**config.mk**
```make
export PLATFORM = sky130hd
export DESIGN_NAME = vending_machine
export DESIGN_NICKNAME = d
export VERILOG_FILES = /design/src/rtl/vending_machine.sv
export SDC_FILE = /design/constraint.sdc
export NUM_CORES = 1
export LEC_CHECK = 0
export ABC_AREA = 1
export BUFFER_PORTS_ARGS = -buffer_cell sky130_fd_sc_hd__buf_2
export CAP_MARGIN = 10
export CORE_AREA = 5 5 42 44
export CTS_CLUSTER_DIAMETER = 200
export CTS_CLUSTER_SIZE = 40
export DETAILED_ROUTE_END_ITERATION = 12
export DIE_AREA = 0 0 47 49
export GPL_TIMING_DRIVEN = 1
export PLACE_DENSITY = 0.41
export SYNTH_ARGS = -nofsm -noshare
export SYNTH_HDL_FRONTEND = slang
export SYNTH_SLANG_ARGS = --single-unit
export TNS_END_PERCENT = 1
```
**constraint.sdc**
```tcl
create_clock -name _clk -period 1.9 [get_ports _clk]
set_clock_uncertainty 0.05 [all_clocks]
set_input_delay 0.19 -clock _clk [delete_from_list [all_inputs] [get_ports _clk]]
set_output_delay 0.19 -clock _clk [all_outputs]
set_load 0.01 [all_outputs]
```
**src/rtl/vending_machine.sv**
```systemverilog
// -----------------------------------------------------------------------------
// vending_machine
//
// Coin-accepting controller for a 15-cent can dispenser. It sits between the
// coin-validator front end and the dispense solenoid driver. The controller
// accepts 5c and 10c coin strobes and keeps the running credit in a
// three-state FSM. It pulses zcan for one cycle each time the credit reaches
// 15c.
//
// Ports
//   _clk  in   1  system clock; all state changes on the rising edge
//   _rst  in   1  asynchronous, active-high reset (s -> S0, zcan -> 0)
//   c5    in   1  5-cent coin present this cycle (level, sampled at posedge)
//   c10   in   1  10-cent coin present this cycle (level, sampled at posedge)
//   zcan  out  1  registered dispense pulse, high one cycle per vend
//   s     out  2  registered credit state: 00=0c, 01=5c, 10=10c
//
// Build option
//   VM_CARRY_EN  When defined, a vend keeps the credit left over from the
//                coins (5c -> S5, 10c -> S10). When undefined, every vend
//                returns to S0 and the excess is forfeited.
//
// Both outputs come straight from flops, so there is no combinational path
// from the coin inputs to the outputs. Results appear one cycle after the
// coin is sampled.
// -----------------------------------------------------------------------------
module vending_machine (
  input  logic       _clk,
  input  logic       _rst,
  input  logic       c5,
  input  logic       c10,
  output logic       zcan,
  output logic [1:0] s
);

  typedef enum logic [1:0] {
    S0    = 2'b00,   // 0c credit
    S5    = 2'b01,   // 5c credit
    S10   = 2'b10,   // 10c credit
    S_ILL = 2'b11    // unreachable encoding, recovered to S0
  } state_t;

  // Landing state after a vend that overshoots 15c by 5c or by 10c.
`ifdef VM_CARRY_EN
  localparam state_t EXCESS5_STATE  = S5;
  localparam state_t EXCESS10_STATE = S10;
`else
  localparam state_t EXCESS5_STATE  = S0;
  localparam state_t EXCESS10_STATE = S0;
`endif

  state_t state_reg;
  logic   zcan_reg;

  // The single FSM process below also drives the registered dispense pulse.
  // zcan_reg is assigned on every clock edge, so the pulse falls on the next
  // edge unless that edge completes another vend.
  always_ff @(posedge _clk or posedge _rst) begin
    if (_rst) begin
      state_reg <= S0;
      zcan_reg  <= 1'b0;
    end else begin
      zcan_reg <= 1'b0;
      case (state_reg)
        S0: begin
          case ({c10, c5})
            2'b01: state_reg <= S5;
            2'b10: state_reg <= S10;
            2'b11: begin                // exactly 15c in a single cycle
              zcan_reg  <= 1'b1;
              state_reg <= S0;
            end
            default: state_reg <= S0;
          endcase
        end

        S5: begin
          case ({c10, c5})
            2'b01: state_reg <= S10;
            2'b10: begin                // 5 + 10 = 15, no excess
              zcan_reg  <= 1'b1;
              state_reg <= S0;
            end
            2'b11: begin                // 5 + 15 = 20, 5c excess
              zcan_reg  <= 1'b1;
              state_reg <= EXCESS5_STATE;
            end
            default: state_reg <= S5;
          endcase
        end

        S10: begin
          case ({c10, c5})
            2'b01: begin                // 10 + 5 = 15, no excess
              zcan_reg  <= 1'b1;
              state_reg <= S0;
            end
            2'b10: begin                // 10 + 10 = 20, 5c excess
              zcan_reg  <= 1'b1;
              state_reg <= EXCESS5_STATE;
            end
            2'b11: begin                // 10 + 15 = 25, 10c excess
              zcan_reg  <= 1'b1;
              state_reg <= EXCESS10_STATE;
            end
            default: state_reg <= S10;
          endcase
        end

        // Recover from the illegal encoding. Coins sampled on this edge are
        // dropped because the credit they would add to is not trustworthy.
        default: begin
          state_reg <= S0;
        end
      endcase
    end
  end

  assign zcan = zcan_reg;
  assign s    = state_reg;

endmodule

```
* Yosys cells after proc, flatten, opt, wreduce, memory -nomap -nowiden
Index checks and enable logic that the tools add are counted.
** Storage, ports and cells
- Bits in registers :: 3
- Bits of input ports :: 4
- Output and inout bits :: 3
- Logic and storage cells :: 18
** Operators by class
- Equality and inequality tests :: 5
- Mux-type cells :: 8
- Reductions and logical operators :: 3
** Operators with widths (count)
- one-hot mux 2 bit (2 select lines) :: 2
- equality test 2 bit (second input constant) :: 3
- one-hot mux 2 bit (3 select lines) :: 1
- equality test 2 x 1 -> 1 bit (second input constant) :: 2
- two-way mux 1 bit :: 3
- one-hot mux 1 bit (3 select lines) :: 1
- OR reduction 3 bit :: 1
- logical NOT 2 bit :: 1
- two-way mux 2 bit :: 1
- OR reduction 2 bit :: 1

* Longest topological paths before layout
Gate-level depths: netlist (run 1).
- Depth after elaboration :: 4
- Gate-level depth with buffers :: 4
- Mapped depth without buffers :: 4

* Worst setup path before layout (run 1)
OpenSTA, ideal clock, no wires.
- Kind :: register to register
- From :: reg state_reg[0] (netlist: s[0])
- To :: reg state_reg[1] (netlist: s[1])
- Setup time :: 0.122 ns
- Arrival time :: 0.717 ns
- Data required time :: 1.728 ns
- Setup slack :: 1.011 ns
- Stages on the path, launching flop included :: 5
- Buffers on the path :: 0
- Period minus slack after synthesis :: 0.889 ns
- Cells stage by stage :: dfrtp_1 nand2_2 clkinv_1 nand2_1 nand3_2
** On the way
- Word-level cells in the longest chain between the ends :: 2
- Elaborated cells on any way between the ends :: 4
- Classes of those cells :: eq/ne: 2; mux: 1; reduce/logical: 1
** RTL lines
- from (decl) :: line 52 : state_t state_reg;
- from (signal assigned) :: line 60 : state_reg <= S0;
- from (signal assigned) :: line 67 : 2'b01: state_reg <= S5;
- from (signal assigned) :: line 68 : 2'b10: state_reg <= S10;
- equality test 2 bit (tied with other cells) :: line 64 : case (state_reg)
- one-hot mux 2 bit (3 select lines) * :: line 64
Every way passes the cells marked *; elsewhere a longest branch is shown, timed or not.

* Worst setup path after layout (run 1)
- From :: reg state_reg[0] (netlist: s[0])
- To :: out s[0]
** RTL lines
- to (decl) :: line 33 : output logic [1:0] s
No word-level cell between the ends.

==> metrics.txt, run 1 <==
# TYPE chip_impl_metric gauge
chip_impl_metric{name="max_cap_viol_count",unit=""} 0
chip_impl_metric{name="report.final.slew_viol_count",unit=""} 0
chip_impl_metric{name="synth-seq-area-share",unit="%"} 40.0
chip_impl_info{name="critical_path.reg2reg.endpoint",value="s[1]$_DFF_PP0_"} 1
chip_impl_metric{name="coreArea",unit="mm²"} 0.00140
chip_impl_metric{name="number_of_rows_created_at_floorplan",unit=""} 14
chip_impl_metric{name="pwr-share-comb",unit="%"} 20.2
chip_impl_metric{name="netSwitchingFraction",unit="%"} 28.7
chip_impl_metric{name="wire_per_inst",unit="µm"} 7.48
chip_impl_metric{name="h-tree-depth",unit=""} 1
chip_impl_metric{name="actual_slew_at_the_worst_max_slew_pin",unit="ps"} 217
chip_impl_metric{name="ioPinCount",unit=""} 7
chip_impl_info{name="critPathSlowestCell",value="sky130_fd_sc_hd__dfrtp_1"} 1
chip_impl_info{name="cp-startpoint",value="s[0]$_DFF_PP0_"} 1
chip_impl_metric{name="fin_setup_tns",unit="ps"} 0
chip_impl_metric{name="number_of_flip_flops_under_the_largest_register_name",unit=""} 2
chip_impl_info{name="cp-end-kind",value="output pin"} 1
chip_impl_metric{name="timing.fmax",unit="GHz"} 0.915
chip_impl_metric{name="start_util",unit="%"} 13.4
chip_impl_metric{name="worstPathMaxFanout",unit=""} 6
chip_impl_metric{name="cts-buffers-inserted",unit=""} 3
chip_impl_metric{name="port_buffers",unit=""} 6
chip_impl_metric{name="grt_use_total",unit="%"} 4.36
chip_impl_metric{name="timing.critical_path.depth",unit=""} 1
chip_impl_info{name="cp-start-kind",value="register"} 1
chip_impl_info{name="timing.critical_path.cells",value="buf_2"} 1
chip_impl_metric{name="finalCriticalPeriod",unit="ps"} 1090
chip_impl_metric{name="maximum_number_of_pins_on_one_net_before_global_route_repair",unit=""} 7
chip_impl_metric{name="cts_max_path_buffers",unit=""} 2
chip_impl_metric{name="drcViolationCount",unit=""} 0
chip_impl_metric{name="synth.avg_cell_area",unit="µm²"} 6.95
chip_impl_metric{name="die_width",unit="µm"} 47
chip_impl_info{name="worst_hold_startpoint",value="c5"} 1
chip_impl_metric{name="dieHeight",unit="µm"} 49
chip_impl_metric{name="violation_count_after_the_first_detailed_route_iteration",unit=""} 0
chip_impl_metric{name="regToRegSetupSlack",unit="ps"} 1000
chip_impl_info{name="path_delay_family",value="flip-flops"} 1
chip_impl_metric{name="clock-sinks",unit=""} 3
chip_impl_metric{name="power.internal",unit="W"} 0.000173
chip_impl_metric{name="clkPwrFrac",unit="%"} 46.3
chip_impl_metric{name="fraction_of_final_layout_cells_with_drive_strength_greater_than_1",unit="%"} 39.5
chip_impl_metric{name="cp_data_arrival_time",unit="ps"} 850
chip_impl_metric{name="setup_viol_count_final",unit=""} 0
chip_impl_metric{name="vias_in_the_first_global_route",unit=""} 157
chip_impl_info{name="outcome",value="finished, final reports clean"} 1
chip_impl_metric{name="drt-pass1-iter-count",unit=""} 1
chip_impl_metric{name="grt_remaining_overflow",unit=""} 0
chip_impl_metric{name="cts.reportedPaths.clkPinSlew",unit="ps"} 40
chip_impl_metric{name="powerDensity",unit="mW/mm²"} 884
chip_impl_metric{name="syn_inst",unit=""} 27
chip_impl_metric{name="grt_first_pass_wirelength",unit="µm"} 579
chip_impl_metric{name="timing.critical_path.buf_inv",unit=""} 1
chip_impl_metric{name="area_delta_synth_final",unit="%"} 46.0
chip_impl_metric{name="power_leakage",unit="nW"} 0.154
chip_impl_metric{name="ys_seq_elements",unit=""} 3
chip_impl_info{name="worstSetupPathType",value="reg -> out"} 1
chip_impl_metric{name="wl",unit="µm"} 404
chip_impl_info{name="rsz0062_at_grt",value="false"} 1
chip_impl_metric{name="insertedDiodeCount",unit=""} 0
chip_impl_metric{name="final_hold_viol_count",unit=""} 0
chip_impl_metric{name="crit_path_max_incr_delay",unit="ps"} 450
chip_impl_info{name="timing.hold.worst.class",value="in -> reg"} 1
chip_impl_metric{name="grt_antenna_before_repair",unit=""} 0
chip_impl_info{name="clock_tree.root_cell",value="sky130_fd_sc_hd__clkbuf_4"} 1
chip_impl_metric{name="cp.required",unit="ps"} 1660
chip_impl_metric{name="worst_ir_drop_vdd",unit="mV"} 0.131
chip_impl_metric{name="relSlewSlack",unit="%"} 85.6
chip_impl_metric{name="dpl.hpwl",unit="µm"} 310
chip_impl_metric{name="syn_area",unit="µm²"} 188
chip_impl_metric{name="yosys.cell_types.count",unit=""} 10
chip_impl_metric{name="final_antenna_net_count",unit=""} 0
chip_impl_info{name="endpoint",value="s[0]"} 1
chip_impl_metric{name="num_vias",unit=""} 182
chip_impl_metric{name="ys_warn_count",unit=""} 0
chip_impl_metric{name="total_switching_power",unit="W"} 0.0000695
chip_impl_info{name="r2r-start",value="s[0]$_DFF_PP0_"} 1
chip_impl_metric{name="die-area",unit="mm²"} 0.00230
chip_impl_metric{name="via_per_instance_ratio",unit=""} 3.37
chip_impl_metric{name="power.sequential.fraction",unit="%"} 33.6
chip_impl_metric{name="fin_worst_hold_slack",unit="ps"} 231
chip_impl_metric{name="cts.repair_timing.setup_buffer_count",unit=""} 0
chip_impl_metric{name="finalCritPeriodShare",unit="%"} 57.5
chip_impl_metric{name="place_congestion",unit=""} 0.632
chip_impl_info{name="cts_tree",value="built"} 1
chip_impl_metric{name="nets",unit=""} 43
chip_impl_metric{name="synth.net_count",unit=""} 31
chip_impl_metric{name="insertion_delay",unit="ps"} 230
chip_impl_metric{name="rr_worst_depth",unit=""} 4
-- tightest hold or removal path: cells and delay by family --
family | cells | cell delay, ps
simple gates | 3 | 150
buf+inv | 1 | 130
-- stage by stage --
stage	power [W]	std cells	setup WS [ps]	utilization (%)	area (µm²)
5_1_grt	0.000256	54	762	19.6	274
3_3_place_gp	0.000131	49	997	17.0	238
6_report	0.000242	54	808	19.6	274
3_5_place_dp	0.000131	49	1000	17.0	238
4_1_cts	0.000252	54	788	19.6	274
2_1_floorplan	0.000112	27	1010	-	188
-- layer usage --
metal | routed length, µm | up-vias | global-route usage (%)
li1 | - | 102 | -
met1 | 184 | 71 | 4.61
met2 | 167 | 7 | 3.85
met3 | 32 | 2 | 1.11
met4 | 19 | 0 | 9.68
met5 | 0 | - | 0
-- logic make-up (layout without fill, tap and decap cells) --
kind of cell / after synthesis / count (layout) / synth area share (%)
DFF: 3 / 3 / 40.0
and+or+nand+nor: 18 / 18 / 48.0
buffers and inverters: 6 / 17 / 12.0
-- layout by cell type (no fill, tap or decap), drive strengths merged --
master,n
nand3,4
nand2,8
clkbuf,4
nor2,6
clkinv,2
dfrtp,3
buf,6
dlygate4sd3,1
inv,4
-- cells in the mapped netlist (all sizes together) --
library cell	n	share of area, %
clkinv	2	4.0
dfrtp	3	40
inv	4	8.0
nand2	8	17
nand3	4	16
nor2	6	15
-- power groups by stage --
stage / sequential [W] / clock [W] / combinational (W)
floorplan: 0.0000865 / 0 / 0.0000251
global placement: 0.0000824 / 0 / 0.0000484
detailed placement: 0.0000823 / 0 / 0.0000484
CTS: 0.0000815 / 0.000120 / 0.0000501
global route: 0.0000827 / 0.000118 / 0.0000549
finish: 0.0000813 / 0.000112 / 0.0000489
-- what timing repair did --
item,4_1_cts,5_1_grt
gates resized for setup,0,0
hold endpoints to repair,3,0
hold buffers,1,0
-- how the worst min path moves through the flow --
| stage | end | slack [ps] | cells past startpoint |
|---|---|---|---|
| 2_1_floorplan | s[0]$_DFF_PP0_ | -110 | 1 |
| 3_3_place_gp | s[0]$_DFF_PP0_ | 7 | 2 |
| 3_5_place_dp | s[0]$_DFF_PP0_ | 6 | 2 |
| 4_1_cts | s[0]$_DFF_PP0_ | 220 | 4 |
| 5_1_grt | s[0]$_DFF_PP0_ | 250 | 4 |
| 6_report | s[0]$_DFF_PP0_ | 230 | 4 |
-- area by class of cell --
class                           instances  area, µm²
Fill cell                             170       1130
Inverter                                6       22.5
Timing Repair Buffer                    7       40.0
Clock buffer                            4       26.3
Sequential cell                         3       75.1
Tap cell                               16       20.0
Multi-Input combinational cell         18       90.1
Note: power is estimated with default switching activity, not from simulation.
==> inputs of run 2 (changes only) <==
- ABC_AREA: 1 -> 0
- PLACE_DENSITY: 0.41 -> 0.37
- clock period: 1.9 -> 1.15 ns (I/O delays scaled with it)
==> metrics.txt, run 2 <==
# TYPE chip_impl_metric gauge
chip_impl_info{name="cp-startpoint",value="s[1]$_DFF_PP0_"} 1
chip_impl_metric{name="timing.fmax",unit="GHz"} 0.967
chip_impl_metric{name="max_cap_viol_count",unit=""} 0
chip_impl_info{name="rsz0062_at_grt",value="false"} 1
chip_impl_info{name="critPathSlowestCell",value="sky130_fd_sc_hd__dfrtp_1"} 1
chip_impl_metric{name="powerDensity",unit="mW/mm²"} 1710
chip_impl_metric{name="start_util",unit="%"} 9.82
chip_impl_info{name="r2r-start",value="s[1]$_DFF_PP0_"} 1
chip_impl_metric{name="finalCritPeriodShare",unit="%"} 90.0
chip_impl_metric{name="yosys.cell_types.count",unit=""} 9
chip_impl_metric{name="final_hold_viol_count",unit=""} 0
chip_impl_metric{name="post-place-ws",unit="ps"} 114
chip_impl_metric{name="power.internal",unit="W"} 0.000283
chip_impl_metric{name="dpl.hpwl",unit="µm"} 283
chip_impl_info{name="outcome",value="finished, final reports clean"} 1
chip_impl_info{name="cts_tree",value="built"} 1
chip_impl_metric{name="cts-buffers-inserted",unit=""} 3
chip_impl_metric{name="via_per_instance_ratio",unit=""} 3.49
chip_impl_metric{name="ioPinCount",unit=""} 7
chip_impl_info{name="grt_most_used_layer",value="met4"} 1
chip_impl_metric{name="drcViolationCount",unit=""} 0
chip_impl_metric{name="pwr-share-comb",unit="%"} 16.4
chip_impl_metric{name="vias_in_the_first_global_route",unit=""} 145
chip_impl_metric{name="clkPwrFrac",unit="%"} 47.7
chip_impl_metric{name="synth.net_count",unit=""} 16
chip_impl_metric{name="regToRegSetupSlack",unit="ps"} 120
chip_impl_metric{name="dp_cells",unit=""} 34
chip_impl_metric{name="finalNonFillerCells",unit=""} 39
chip_impl_metric{name="setup_viol_count_final",unit=""} 0
chip_impl_metric{name="maximum_number_of_pins_on_one_net_before_global_route_repair",unit=""} 8
chip_impl_metric{name="grt_remaining_overflow",unit=""} 0
chip_impl_metric{name="h-tree-depth",unit=""} 1
chip_impl_info{name="mostFrequentLayoutCell",value="sky130_fd_sc_hd__buf_2"} 1
chip_impl_metric{name="die_width",unit="µm"} 47
chip_impl_metric{name="synth.avg_cell_area",unit="µm²"} 11.5
chip_impl_metric{name="worst_slack",unit="ps"} 115
chip_impl_info{name="synth.area.top_cells",value="sky130_fd_sc_hd__dfrtp_1, sky130_fd_sc_hd__nor3_1, sky130_fd_sc_hd__nor4bb_1"} 1
chip_impl_metric{name="place_congestion",unit=""} 0.656
chip_impl_info{name="dominant_cell_by_count_in_the_synthesized_netlist",value="sky130_fd_sc_hd__dfrtp_1"} 1
chip_impl_metric{name="number_of_flip_flops_under_the_largest_register_name",unit=""} 2
chip_impl_metric{name="layout.area.seq",unit="µm²"} 75.1
chip_impl_metric{name="syn_inst",unit=""} 12
chip_impl_metric{name="layout.filler_cells",unit=""} 169
chip_impl_metric{name="grt_first_pass_wirelength",unit="µm"} 593
chip_impl_info{name="critical_path.reg2reg.endpoint",value="s[1]$_DFF_PP0_"} 1
chip_impl_metric{name="wire_per_inst",unit="µm"} 9.10
chip_impl_metric{name="grt_antenna_before_repair",unit=""} 0
chip_impl_metric{name="total_power",unit="W"} 0.000382
chip_impl_metric{name="rr_worst_depth",unit=""} 2
chip_impl_metric{name="coreArea",unit="mm²"} 0.00140
chip_impl_metric{name="violation_count_after_the_first_detailed_route_iteration",unit=""} 0
chip_impl_metric{name="num_vias",unit=""} 136
chip_impl_metric{name="grt_use_total",unit="%"} 4.37
chip_impl_metric{name="ys_warn_count",unit=""} 0
chip_impl_info{name="timing.hold.worst.class",value="in -> reg"} 1
chip_impl_metric{name="crit_path_max_incr_delay",unit="ps"} 420
chip_impl_metric{name="report.final.slew_viol_count",unit=""} 0
chip_impl_metric{name="fraction_of_final_layout_cells_with_drive_strength_greater_than_1",unit="%"} 39.1
chip_impl_metric{name="postCtsResizedCells",unit=""} 0
chip_impl_metric{name="number_of_rows_created_at_floorplan",unit=""} 14
chip_impl_info{name="cp-end-kind",value="register"} 1
chip_impl_metric{name="cts_max_path_buffers",unit=""} 2
chip_impl_metric{name="area_delta_synth_final",unit="%"} 62.7
chip_impl_metric{name="drt-pass1-iter-count",unit=""} 1
chip_impl_info{name="synth_top_area_cell",value="sky130_fd_sc_hd__dfrtp_1"} 1
chip_impl_metric{name="clock-sinks",unit=""} 3
chip_impl_metric{name="cp.required",unit="ps"} 1210
chip_impl_info{name="netlist_top_cells_count",value="sky130_fd_sc_hd__dfrtp_1, sky130_fd_sc_hd__nor3_1"} 1
chip_impl_info{name="worstSetupPathType",value="reg -> reg"} 1
chip_impl_metric{name="groute.layer.met1.usage",unit="%"} 3.75
chip_impl_metric{name="final_antenna_net_count",unit=""} 0
chip_impl_info{name="synth_ff_type",value="sky130_fd_sc_hd__dfrtp_1"} 1
chip_impl_metric{name="nets",unit=""} 28
chip_impl_metric{name="multiInputGateArea",unit="µm²"} 58.8
chip_impl_metric{name="syn_area",unit="µm²"} 138
chip_impl_metric{name="power_leakage",unit="nW"} 0.108
chip_impl_info{name="cp-start-kind",value="register"} 1
chip_impl_metric{name="actual_slew_at_the_worst_max_slew_pin",unit="ps"} 274
chip_impl_metric{name="ys_async_sr_fraction",unit="%"} 100
chip_impl_metric{name="die-area",unit="mm²"} 0.00230
chip_impl_info{name="timing.critical_path.cells",value="nor4b_1 > a211o_1"} 1
chip_impl_metric{name="worstPathMaxFanout",unit=""} 7
chip_impl_metric{name="total_switching_power",unit="W"} 0.0000987
chip_impl_metric{name="insertedDiodeCount",unit=""} 0
chip_impl_metric{name="insertion_delay",unit="ps"} 230
chip_impl_metric{name="synth_edf_count",unit=""} 0
chip_impl_metric{name="synth_top_area_share",unit="%"} 54.5
chip_impl_info{name="endpoint",value="s[1]$_DFF_PP0_"} 1
chip_impl_metric{name="cp_data_arrival_time",unit="ps"} 1090
chip_impl_metric{name="cts.reportedPaths.clkPinSlew",unit="ps"} 40
chip_impl_info{name="layout_common_cells",value="sky130_fd_sc_hd__buf_2, sky130_fd_sc_hd__clkbuf_4, sky130_fd_sc_hd__dfrtp_1, sky130_fd_sc_hd__nor3_1"} 1
chip_impl_info{name="clock_tree.root_cell",value="sky130_fd_sc_hd__clkbuf_4"} 1
chip_impl_metric{name="synth-seq-area-share",unit="%"} 54.5
chip_impl_metric{name="ys_seq_elements",unit=""} 3
chip_impl_metric{name="netSwitchingFraction",unit="%"} 25.8
chip_impl_metric{name="worst_ir_drop_vdd",unit="mV"} 0.231
chip_impl_metric{name="globalRouteMet2Util",unit="%"} 4.30
chip_impl_metric{name="relSlewSlack",unit="%"} 81.5
chip_impl_metric{name="wl",unit="µm"} 355
chip_impl_metric{name="dieHeight",unit="µm"} 49
chip_impl_metric{name="port_buffers",unit=""} 6
chip_impl_metric{name="power.sequential.fraction",unit="%"} 35.9
chip_impl_metric{name="fin_setup_tns",unit="ps"} 0
chip_impl_metric{name="global_route.usage.met3",unit="%"} 5.17
chip_impl_metric{name="finalCriticalPeriod",unit="ps"} 1030
run 2: changes by cell type in the layout (fill, tap and decap cells not counted), sizes merged, moves of 2 or more:
cell	change
clkinv	-2
inv	-3
nand2	-8
nand3	-4
nor2	-6
nor3	+2
run 2: how the worst min path moves through the flow:
stage                     startpoint        endpoint  slack, ps  cells after the start
after floorplan                 _rst  s[0]$_DFF_PP0_       -180                      1
after global placement          _rst  zcan$_DFF_PP0_        -70                      2
after detailed placement        _rst  s[0]$_DFF_PP0_        -60                      2
after CTS                        c10  s[0]$_DFF_PP0_         40                      2
after global routing             c10  s[0]$_DFF_PP0_         60                      2
final                            c10  s[0]$_DFF_PP0_         50                      2
run 2: critical path, delay by kind of cell (launching register included):
family           cells  cell delay, ps
AO/OA/AOI/OAI        1             270
flip-flops           1             420
AND/OR/NAND/NOR      1             170
run 2: through the flow:
stage | util (%) | hold slack, ps | area [µm²]
floorplan | - | -181 | 138
global placement | 13.4 | -70.6 | 188
detailed placement | 13.4 | -64.7 | 188
CTS | 16.0 | 43.9 | 224
global route | 16.0 | 60.3 | 224
finish | 16.0 | 50.2 | 224
run 2: area by class of cell:
type | count | area share, %
flip-flops and latches | 3 | 33.5
clock buffers | 4 | 11.7
inverters | 1 | 1.68
well taps | 16 | 8.94
repair buffers | 7 | 17.9
multi-input cells | 8 | 26.3
run 2: logic make-up (layout without fill, tap and decap cells):
| group | count (synthesis) | after routing | synth area share (%) |
|---|---|---|---|
| and+or+nand+nor | 4 | 4 | 20.9 |
| DFF | 3 | 3 | 54.5 |
| buffers and inverters | 1 | 12 | 2.72 |
| xor gates and xnor gates | 1 | 1 | 6.36 |
| AOI/OAI and AO/OA | 3 | 3 | 15.5 |
run 2: power groups by stage:
stage / clock network [W] / logic, W / registers [W]
2_1_floorplan: 0 / 0.0000257 / 0.000144
3_5_place_dp: 0 / 0.0000614 / 0.000139
5_1_grt: 0.000202 / 0.0000711 / 0.000140
3_3_place_gp: 0 / 0.0000606 / 0.000138
4_1_cts: 0.000192 / 0.0000642 / 0.000137
6_report: 0.000182 / 0.0000627 / 0.000137
run 2: timing repair:
item	CTS	global route
setup buffers	0	0
hold buffers	1	0
endpoints found under the hold margin	3	0
run 2: routing by layer:
layer / vias up / share of wire (%) / wire (µm)
met5: - / 0 / 0
met4: 0 / 0 / 0
met3: 0 / 20 / 72
met2: 7 / 41 / 145
met1: 61 / 39 / 137
li1: 68 / - / -
